### src/rtl/pe_ctrl_pkg.sv
// Shared definitions for the PE row sequencer and the PEs it drives.
package pe_ctrl_pkg;

    localparam int unsigned WSEL_W   = 2;
    localparam int unsigned NUM_WBUF = 4;
    localparam int unsigned MAX_PE   = 64;
    localparam int unsigned IDX_W    = 6;

    typedef enum logic [2:0] {
        ST_IDLE = 3'd0,
        ST_LOAD = 3'd1,
        ST_FEED = 3'd2,
        ST_MAC  = 3'd3,
        ST_DONE = 3'd4
    } state_e;

    // One-hot decode of a PE index; callers truncate to their row width.
    function automatic logic [MAX_PE-1:0] onehot(input logic [IDX_W-1:0] idx);
        return MAX_PE'(1) << idx;
    endfunction

endpackage

### src/rtl/pe_row_ctrl.sv
// Row sequencer: loads PE weight buffers, then streams pixels into PE0 and
// steps weight_sel through the multiply phases, tagging each product.
module pe_row_ctrl
    import pe_ctrl_pkg::*;
#(
    parameter int unsigned NUM_PE = 4,
    parameter int unsigned PIX_W  = 16
) (
    input  logic              clk,
    input  logic              rst_n,
    input  logic              start,
    input  logic              cfg_skip_load,
    input  logic [PIX_W-1:0]  cfg_npix,
    input  logic [1:0]        cfg_nsel_m1,
    input  logic              w_valid,
    input  logic [7:0]        w_data,
    output logic              w_ready,
    input  logic              i_valid,
    input  logic [7:0]        i_data,
    output logic              i_ready,
    output logic [7:0]        weight_load,
    output logic [NUM_PE-1:0] weight_load_en,
    output logic [1:0]        weight_load_sel,
    output logic [7:0]        imap_in,
    output logic              pipe_en,
    output logic              pe_en,
    output logic [1:0]        weight_sel,
    output logic              prod_valid,
    output logic [1:0]        prod_sel,
    output logic              prod_last,
    output logic              busy,
    output logic              done
);

    localparam int unsigned PE_IDX_W = (NUM_PE > 1) ? $clog2(NUM_PE) : 1;
    localparam logic [PE_IDX_W-1:0] LAST_PE  = PE_IDX_W'(NUM_PE - 1);
    localparam logic [WSEL_W-1:0]   LAST_SEL = WSEL_W'(NUM_WBUF - 1);

    state_e              state_q, state_d;
    logic [PE_IDX_W-1:0] pe_idx_q, pe_idx_d;
    logic [WSEL_W-1:0]   sel_idx_q, sel_idx_d;
    logic [WSEL_W-1:0]   phase_q, phase_d;
    logic [WSEL_W-1:0]   nsel_m1_q, nsel_m1_d;
    logic [PIX_W-1:0]    pix_cnt_q, pix_cnt_d;
    logic [PIX_W-1:0]    npix_q, npix_d;
    logic                prod_valid_q, prod_valid_d;
    logic [WSEL_W-1:0]   prod_sel_q, prod_sel_d;
    logic                prod_last_q, prod_last_d;
    logic                last_phase_c;
    logic                last_pix_c;

    // State, counters and product tags
    always_ff @(posedge clk or negedge rst_n) begin
        if (!rst_n) begin
            state_q      <= ST_IDLE;
            pe_idx_q     <= '0;
            sel_idx_q    <= '0;
            phase_q      <= '0;
            nsel_m1_q    <= '0;
            pix_cnt_q    <= '0;
            npix_q       <= '0;
            prod_valid_q <= 1'b0;
            prod_sel_q   <= '0;
            prod_last_q  <= 1'b0;
        end else begin
            state_q      <= state_d;
            pe_idx_q     <= pe_idx_d;
            sel_idx_q    <= sel_idx_d;
            phase_q      <= phase_d;
            nsel_m1_q    <= nsel_m1_d;
            pix_cnt_q    <= pix_cnt_d;
            npix_q       <= npix_d;
            prod_valid_q <= prod_valid_d;
            prod_sel_q   <= prod_sel_d;
            prod_last_q  <= prod_last_d;
        end
    end

    assign last_phase_c = (phase_q == nsel_m1_q);
    assign last_pix_c   = (pix_cnt_q == (npix_q - PIX_W'(1)));

    // Next state, counter updates and row control outputs
    always_comb begin
        state_d         = state_q;
        pe_idx_d        = pe_idx_q;
        sel_idx_d       = sel_idx_q;
        phase_d         = phase_q;
        nsel_m1_d       = nsel_m1_q;
        pix_cnt_d       = pix_cnt_q;
        npix_d          = npix_q;
        w_ready         = 1'b0;
        i_ready         = 1'b0;
        weight_load     = '0;
        weight_load_en  = '0;
        weight_load_sel = '0;
        imap_in         = '0;
        pipe_en         = 1'b0;
        pe_en           = 1'b0;
        weight_sel      = '0;
        done            = 1'b0;
        busy            = (state_q != ST_IDLE);

        case (state_q)
            ST_IDLE: begin
                if (start) begin
                    npix_d    = cfg_npix;
                    nsel_m1_d = cfg_nsel_m1;
                    if (!cfg_skip_load) begin
                        state_d = ST_LOAD;
                    end else if (cfg_npix == '0) begin
                        state_d = ST_DONE;
                    end else begin
                        state_d = ST_FEED;
                    end
                end
            end

            ST_LOAD: begin
                w_ready = 1'b1;
                if (w_valid) begin
                    weight_load     = w_data;
                    weight_load_en  = NUM_PE'(onehot(IDX_W'(pe_idx_q)));
                    weight_load_sel = sel_idx_q;
                    if (sel_idx_q == LAST_SEL) begin
                        sel_idx_d = '0;
                        if (pe_idx_q == LAST_PE) begin
                            pe_idx_d = '0;
                            state_d  = (npix_q == '0) ? ST_DONE : ST_FEED;
                        end else begin
                            pe_idx_d = pe_idx_q + PE_IDX_W'(1);
                        end
                    end else begin
                        sel_idx_d = sel_idx_q + WSEL_W'(1);
                    end
                end
            end

            ST_FEED: begin
                i_ready = 1'b1;
                imap_in = i_data;
                pipe_en = i_valid;
                if (i_valid) begin
                    phase_d = '0;
                    state_d = ST_MAC;
                end
            end

            ST_MAC: begin
                pe_en      = 1'b1;
                weight_sel = phase_q;
                phase_d    = phase_q + WSEL_W'(1);
                if (last_phase_c) begin
                    phase_d   = '0;
                    pix_cnt_d = pix_cnt_q + PIX_W'(1);
                    state_d   = last_pix_c ? ST_DONE : ST_FEED;
                end
            end

            ST_DONE: begin
                done      = 1'b1;
                pe_idx_d  = '0;
                sel_idx_d = '0;
                phase_d   = '0;
                pix_cnt_d = '0;
                state_d   = ST_IDLE;
            end

            default: begin
                state_d = ST_IDLE;
            end
        endcase
    end

    // Tags line up with the PE product register, one cycle behind pe_en
    always_comb begin
        prod_valid_d = pe_en;
        prod_sel_d   = weight_sel;
        prod_last_d  = pe_en && last_phase_c && last_pix_c;
    end

    assign prod_valid = prod_valid_q;
    assign prod_sel   = prod_sel_q;
    assign prod_last  = prod_last_q;

endmodule
### config.mk
export PLATFORM = sky130hd
export DESIGN_NAME = pe_row_ctrl
export DESIGN_NICKNAME = d
export VERILOG_FILES = /design/src/rtl/pe_ctrl_pkg.sv /design/src/rtl/pe_row_ctrl.sv
export SDC_FILE = /design/constraint.sdc
export NUM_CORES = 1
export LEC_CHECK = 0
export ABC_AREA = 1
export CORE_MARGIN = 3
export CORE_UTILIZATION = 40
export DETAILED_ROUTE_END_ITERATION = 6
export GPL_ROUTABILITY_DRIVEN = 0
export PLACE_DENSITY_LB_ADDON = 0.08
export RECOVER_POWER = 50
export SYNTH_ARGS = -nofsm -noshare
export SYNTH_HDL_FRONTEND = slang
export SYNTH_SLANG_ARGS = --single-unit
export TNS_END_PERCENT = 50
### constraint.sdc
create_clock -name clk -period 2.25 [get_ports clk]
set_clock_uncertainty 0.15 [all_clocks]
set_input_delay 0.225 -clock clk [delete_from_list [all_inputs] [get_ports clk]]
set_output_delay 0.225 -clock clk [all_outputs]
set_load 0.01 [all_outputs]
# After elaboration in Yosys (flattened, before gate mapping)
# Cells that the tools add are included.
dict set report totals {
  ff_bits 47
  latch_bits 0
  mem_bits_rw 0
  rom_bits 0
  in_bits 40
  out_inout_bits 34
  elab_cells 81
  memories 0
}
dict set report classes {
  add_sub_neg 5
  mul 0
  div_mod_pow 0
  order_cmp 0
  eq_ne 14
  n_shift 1
  mux 36
  n_bitwise 0
  reduce_logical 15
}
# operator n
set ops {}
lappend ops {{$logic_not 16->1} 2}
lappend ops {{$pmux 16 s2} 1}
lappend ops {{$mux 3} 10}
lappend ops {{$mux 8} 3}
lappend ops {{$mux 2} 10}
lappend ops {{$add 16x1->16 const B} 1}
lappend ops {{$eq 16x16->1} 1}
lappend ops {{$mux 16} 1}
lappend ops {{$sub 16x1->16 const B} 1}
lappend ops {{$ne 2x2->1 const B} 6}
lappend ops {{$pmux 3 s4} 1}
lappend ops {{$mux 4} 2}
lappend ops {{$pmux 2 s2} 2}
lappend ops {{$reduce_and 2->1} 4}
lappend ops {{$add 2x1->2 const B} 3}
lappend ops {{$eq 3x2->1 const B} 2}
lappend ops {{$pmux 2 s3} 1}
lappend ops {{$reduce_and 6->1} 1}
lappend ops {{$reduce_bool 3->1} 2}
lappend ops {{$mux 1} 5}
lappend ops {{$eq 2x2->1 const B} 2}
lappend ops {{$reduce_bool 2->1} 2}
lappend ops {{$shl 1x2->4 const A} 1}
lappend ops {{$eq 3x1->1 const B} 1}
lappend ops {{other kinds (5)} 6}

# Depth between registers and ports, before layout
# Gate-level depths: netlist of the first run.
dict set report logic_depth {
  ltp_word 6
  ltp_mapped 15
  ltp_nobuf 15
}

# Worst setup path after synthesis of the first run
# No wires, ideal clock.
dict set report synth_timing {
  kind {register to register}
  from {reg npix_q[0]}
  to {reg state_q[1]}
  setup_ns 0.119
  arrival_ns 1.638
  required_ns 1.981
  path_slack_ns 0.343
  stages_incl_launch_ff 16
  path_buffers 0
  synth_period_minus_slack_ns 1.907
  path_cell_list {dfrtp_1 -> inv_1 -> ha_1 -> inv_1 -> nand2_1 -> nand2_1 -> nand2_1 -> nand2_1 -> a21oi_1 -> nand3_1 -> nor3_2 -> nand3_1 -> nand2_1 -> nand2_1 -> nand2_1 -> nand2_1}
}
dict set report synth_via {
  elab_chain_cells 6
  word_cells_on_any_way 10
  classes_between {add/sub: 1; eq/ne: 1; mux: 7; reduce/logical: 1}
}
# item line_no
set synth_rtl {}
lappend synth_rtl {{start: declaration} pe_row_ctrl.sv:45} ;# logic [PIX_W-1:0] npix_q, npix_d;
lappend synth_rtl {{start signal: assignment} pe_row_ctrl.sv:72} ;# npix_q <= npix_d;
lappend synth_rtl {{branches (longest 5 deep; another with $sub 16x1->16)} --}
lappend synth_rtl {{$pmux 3 s4 (*)} pe_row_ctrl.sv:103} ;# case (state_q)
lappend synth_rtl {{end signal: assignment} pe_row_ctrl.sv:66} ;# state_q <= state_d;
lappend synth_rtl {{end: declaration} pe_row_ctrl.sv:39} ;# state_e state_q, state_d;
# Mark *: on every way between the ends. The select of a mux whose other input is x is not followed.
# A chain may end at the register's enable or synchronous reset.

# Worst setup path after layout of the first run
dict set report layout_timing {
  from {reg state_q[1]}
  to {out imap_in[0]}
}
dict set report layout_via {
  elab_chain_cells 2
}
# item line_no
set layout_rtl {}
lappend layout_rtl {{$eq 3x2->1} pe_row_ctrl.sv:103}
lappend layout_rtl {{$mux 8} pe_row_ctrl.sv:103}
lappend layout_rtl {{end: declaration} pe_row_ctrl.sv:24} ;# output logic [7:0] imap_in,
# No other way between the ends.

==> impl_metrics.csv, run 1 <==
group,metric,value,unit
outcome,status,"finished, final reports clean",
synth,syn_inst,428,
grt,grt_max_degree,27,
power_and_ir_drop,internal-power,2316,µW
sta,finalCritPeriodShare,96.10,%
route,totalWireLength,8518,µm
grt,gr-total-overflow,0,
sta,setup_viol,0,
floorplanning,fp.dieW,94.68,µm
placed_design,portBuffers,73,
synth,synth_cell_types,39,
grt,grt_antenna_before_repair,0,
grt,grt_first_pass_wirelength,14150,µm
power_and_ir_drop,comb_power_share,51.7,%
finish,layout.nets,558,
placed_design,dp_hpwl,6880,µm
synth,ys_seq_area_share,37.39,%
grt,grt_pass1_vias,2986,
sta,finalHoldViolCount,0,
power_and_ir_drop,p_seq_share,35.6,%
clock_tree,cts_tree,"yes",
synth,synth_seq_cells,47,
finish,nFillCells,720,
power_and_ir_drop,peakVddDrop,0.6011,mV
setup_path,cp-end-kind,"primary output",
clock_tree,clk_pin_slew,0.10,ns
power_and_ir_drop,total_power,4121,µW
route,vias,3001,
sta,maxSlewHeadroom,28.23,%
synth,syn_area_per_cell,7.349,µm²
synth,synth_top_area_share,37.39,%
setup_path,cp.required,1.88,ns
floorplanning,row_count,31,
route,wl_per_cell,13.94,µm
synth,synthArstFlopShare,100.0,%
clock_tree,clk_latency,0.30,ns
route,antenna_left,0,
sta,finalSetupTns,0,ns
route,drc,0,
power_and_ir_drop,leakagePower,0.002163,µW
floorplanning,dieArea,0.008964,mm²
placed_design,pre_cts_slack,0.1509,ns
power_and_ir_drop,p_sw_share,43.80,%
sta,setup_ws,0.08786,ns
floorplanning,fp.dieH,94.68,µm
setup_path,worst_ep_arrival_time,1.79,ns
route,routed_via_density,4.912,
synth,synth_top_area_cell,"dfrtp_1",
finish,multiInputGateArea,0.001697,mm²
worst_hold_path,hp-class,"in2reg",
grt,grtUsageTotal,20.02,%
floorplanning,core-area,0.007447,mm²
sta,rsz0062_at_grt,"yes",
finish,syn2layout_area_growth,32.90,%
synth,synth_fp_nets,475,
power_and_ir_drop,p_sw,1805,µW
setup_path,worstSetupPathType,"reg2out",
finish,seq_area,0.001176,mm²
clock_tree,cts_max_path_buffers,2,
setup_path,cp_max_fo,9,
sta,worst_pin_slew,1.076,ns
synth,yosys_warnings,0,
power_and_ir_drop,clockPowerShare,12.8,%
synth,synth.most_common_cell,"nand2_1",
synth,synth_edf_count,0,
sta,fmax,462.5,MHz
clock_tree,htreeDepth,2,
finish,drive_gt1_share,12.11,%
synth,synthFlopType,"dfrtp_1",
synth,synth_area,0.003146,mm²
route,drtIter0Drc,112,
synth,synthTopCellsByCount,"85 x nand2_1, 63 x inv_1, 59 x nor2_1",
clock_tree,cts_sinks,47,
sta,final_max_slew_viol_count,0,
floorplanning,num_io_pins,74,
floorplanning,start_util,42.24,%
synth,yosys-top-cells-area,"dfrtp_1 37%, nand2_1 10%, inv_1 7.5%, nor2_1 7.0%, nand3_1 4.5%",
route,drtPass1Iterations,6,
sta,min_period,2.162,ns
clock_tree,cts_inserted_buffers,5,
setup_path,start_kind,"flop",
flow_run,maxCapViolations,0,
clock_tree,cts-root-buf,"clkbuf_8",
finish,antenna_cells,0,
power_and_ir_drop,power_density,985.9,mW/mm²
[power by group through the flow]
stage	logic [µW]	clock network [µW]	registers, µW
2_1_floorplan	1410	0	1390
3_3_place_gp	2080	0	1460
3_5_place_dp	2120	0	1480
4_1_cts	2140	545	1460
5_1_grt	2410	584	1510
6_report	2130	527	1470
[cells by family (layout without fill, tap and decap cells)]
logic type,after synthesis,after routing,share of synthesized area (%)
muxes,9,9,3.182
AOI/OAI and AO/OA,48,48,8.393
xor gates and xnor gates,15,15,4.614
adders and majority gates,7,7,2.784
buffers and inverters,77,161,9.308
DFF,47,47,37.39
and+or+nand+nor,225,225,34.33
[repair_timing]
item,in CTS,in global routing
resized for setup,6,17
buffers inserted,1,0
endpoints found under the hold margin,16,0
hold buffers,1,0
endpoints found under the setup margin,10,23
pin swaps,0,1
[metrics by stage]
step	hold WS (ns)	cells	cell area, µm²	utilization, %
after floorplan	-0.2206	428	3146	-
after global placement	0.04263	601	4029	54.10
after detailed placement	0.05247	601	4029	54.10
after CTS	0.2495	611	4134	55.51
after global routing	0.3351	611	4180	56.13
final	0.3538	611	4180	56.13
[sequential cells by signal (all words and copies together) (netlist names)]
signal and flops:
phase_q 2, npix_q 16, prod_sel 2, nsel_m1_q 2
sel_idx_q 2, pix_cnt_q 16, state_q 3, prod_valid 1
pe_idx_q 2, prod_last 1
[layer usage]
layer | track usage (%) | routed length [µm] | vias up
met4 | 5.409 | 93 | 0
li1 | - | - | 1529
met1 | 28.80 | 3968 | 1394
met5 | 0 | 0 | -
met2 | 30.83 | 3887 | 69
met3 | 3.665 | 568 | 9
[layout make-up]
cell class                 count  share of cell area [%]
clock buffer                   6                   1.736
multi-input combinational    304                   40.59
tap                           99                   2.963
clock inverter                 2                  0.3891
timing repair buffer          84                   19.99
sequential                    47                   28.14
inverter                      69                   6.196
[cell usage in the layout (no fill, tap or decap), drive strengths merged, types with 9 or more instances in the layout]
master         count
nand2             92
clkdlybuf4s50     54
nor3              11
dlymetal6s2s      13
buf               10
nor2              73
inv               70
dfrtp             47
nor4               9
a21oi             26
o21ai             13
nand3             30
[final timing paths]
kind                                startpoint  cells after the start  slack, ns             to
worst max-delay path                state_q[1]                      5       0.09     imap_in[0]
worst min-delay path            cfg_nsel_m1[0]                      2       0.35   nsel_m1_q[0]
max in group asynchronous                rst_n                      3       0.65  pix_cnt_q[10]
worst min register to register    nsel_m1_q[0]                      1       0.37   nsel_m1_q[0]
worst max register to register       npix_q[0]                     13       0.22     state_q[1]
min in group asynchronous                rst_n                      2       0.48   pix_cnt_q[3]
[worst max-delay path: stages (launching register included)]
cell,delay (ns)
dfrtp_1,0.42
buf_4,0.15
nand3_2,0.11
buf_4,0.19
nor2_1,0.08
clkdlybuf4s50_1,0.54
(Power assumes the default switching activity.)
==> inputs of run 2 (changes only) <==
- CAP_MARGIN: default -> 20
- CELL_PAD_IN_SITES_DETAIL_PLACEMENT: default -> 1
- CELL_PAD_IN_SITES_GLOBAL_PLACEMENT: default -> 1
- CORE_UTILIZATION: 40 -> 36
- SLEW_MARGIN: default -> 30
==> impl_metrics.csv, run 2 (synthesis gave the netlist of run 1 again) <==
group,metric,value,unit
outcome,status,"finished, final reports clean",
grt,grt_pass1_vias,3225,
route,antenna_left,0,
sta,fmax,457.7,MHz
setup_path,cp.required,1.88,ns
flow_run,maxCapViolations,0,
grt,grt_max_degree,48,
grt,grt_antenna_before_repair,0,
setup_path,cp_max_fo,9,
clock_tree,cts_inserted_buffers,5,
power_and_ir_drop,leakagePower,0.002093,µW
setup_path,cp-end-kind,"primary output",
sta,finalSetupTns,0,ns
floorplanning,num_io_pins,74,
sta,finalCritPeriodShare,97.11,%
setup_path,worst_ep_arrival_time,1.81,ns
setup_path,worstSetupPathType,"reg2out",
grt,gr-total-overflow,0,
clock_tree,cts_max_path_buffers,2,
clock_tree,cts_tree,"yes",
finish,layout.nets,558,
sta,min_period,2.185,ns
route,routed_via_density,5.068,
finish,multiInputGateArea,0.001713,mm²
sta,maxSlewHeadroom,57.66,%
floorplanning,fp.dieH,99.48,µm
setup_path,critical-path-slowest-cell,"clkdlybuf4s50_1",
route,wl_per_cell,15.64,µm
route,drtPass1Iterations,4,
placed_design,portBuffers,73,
setup_path,start_kind,"flop",
finish,largestRegisters,"npix_q (16), pix_cnt_q (16), state_q (3)",
worst_hold_path,hp-class,"in2reg",
route,totalWireLength,9647,µm
sta,rsz0062_at_grt,"yes",
sta,setup_viol,0,
route,vias,3127,
finish,syn2layout_area_growth,32.74,%
sta,worst_pin_slew,0.6351,ns
finish,nFillCells,1061,
clock_tree,clk_pin_slew,0.09,ns
finish,drive_gt1_share,13.28,%
sta,finalHoldViolCount,0,
finish,layout_common_cells,"84 x nand2_1, 61 x inv_1, 55 x nor2_1, 51 x clkdlybuf4s50_1, 47 x dfrtp_1",
placed_design,dp_hpwl,7674,µm
floorplanning,row_count,33,
finish,final_common_cell,"nand2_1",
placed_design,pre_cts_slack,0.008656,ns
floorplanning,start_util,37.71,%
clock_tree,cts-root-buf,"clkbuf_8",
sta,setup_ws,0.06493,ns
finish,seq_area,0.001176,mm²
power_and_ir_drop,power_density,1009,mW/mm²
floorplanning,dieArea,0.009895,mm²
route,drc,0,
grt,grt_first_pass_wirelength,15790,µm
finish,antenna_cells,0,
sta,final_max_slew_viol_count,0,
clock_tree,cts_sinks,47,
floorplanning,core-area,0.008341,mm²
floorplanning,fp.dieW,99.48,µm
clock_tree,htreeDepth,2,
clock_tree,clk_latency,0.31,ns
setup_path,cpPeakStageDelay,0.54,ns
setup_path,crit_path_cell_trace,"inv_2 > nand3_2 > buf_4 > nor2_1 > clkdlybuf4s50_1",
grt,grtUsageTotal,19.87,%
route,drtIter0Drc,93,
power_and_ir_drop,peakVddDrop,0.4290,mV
## run 2: metal layers
layer | GRT usage, % | part of all wire (%) | up-vias
met5 | 0 | 0 | -
met4 | 4.727 | 1.3 | 0
met3 | 3.857 | 4.4 | 11
met2 | 32.85 | 47 | 65
met1 | 26.89 | 47 | 1525
li1 | - | - | 1526
## run 2: stage by stage
step / hold slack, ns / area [µm²] / util [%] / std cells / total power (µW)
floorplan: -0.2206 / 3146 / - / 428 / 2808
global placement: 0.2230 / 4029 / 48.30 / 606 / 3566
detailed placement: 0.2273 / 4029 / 48.30 / 606 / 3665
CTS: 0.3496 / 4136 / 49.60 / 617 / 4231
global route: 0.3676 / 4175 / 50.06 / 617 / 4572
finish: 0.3520 / 4175 / 50.06 / 617 / 4214
## run 2: area by class of cell
cell class | count | area share, %
multi-input cells | 304 | 41.02
flip-flops and latches | 47 | 28.17
repair buffers | 84 | 19.33
inverters | 69 | 6.203
well taps | 105 | 3.147
clock buffers | 6 | 1.738
clock inverters | 2 | 0.3896
## run 2: timing repair
action,in CTS,in global routing
setup buffers,2,0
setup endpoints to repair,25,16
resized for setup,19,13
hold buffers,1,0
hold endpoints to repair,47,0
## run 2: worst max-delay path: cells and delay by family, from the launching register on
family | cells | cell delay (ns)
simple gates | 2 | 0.23
flops | 1 | 0.42
buf+inv | 3 | 0.86
## run 2: path summary, 6_finish.rpt
path | from | to | slack (ns) | depth (start not counted)
min in group asynchronous | rst_n | sel_idx_q[1] | 0.42 | 3
max | state_q[2] | imap_in[5] | 0.06 | 5
max in group asynchronous | rst_n | npix_q[3] | 1.11 | 3
max reg2reg | state_q[1] | pix_cnt_q[8] | 0.14 | 11
min reg2reg | nsel_m1_q[0] | nsel_m1_q[0] | 0.38 | 1
min | cfg_nsel_m1[0] | nsel_m1_q[0] | 0.35 | 2
## run 2: power by group
part	leakage, µW	internal (µW)	switching (µW)
Clock	0.0000418	224	309
Combinational	0.00146	967	1230
Sequential	0.000587	1120	360
Total	0.00209	2310	1900
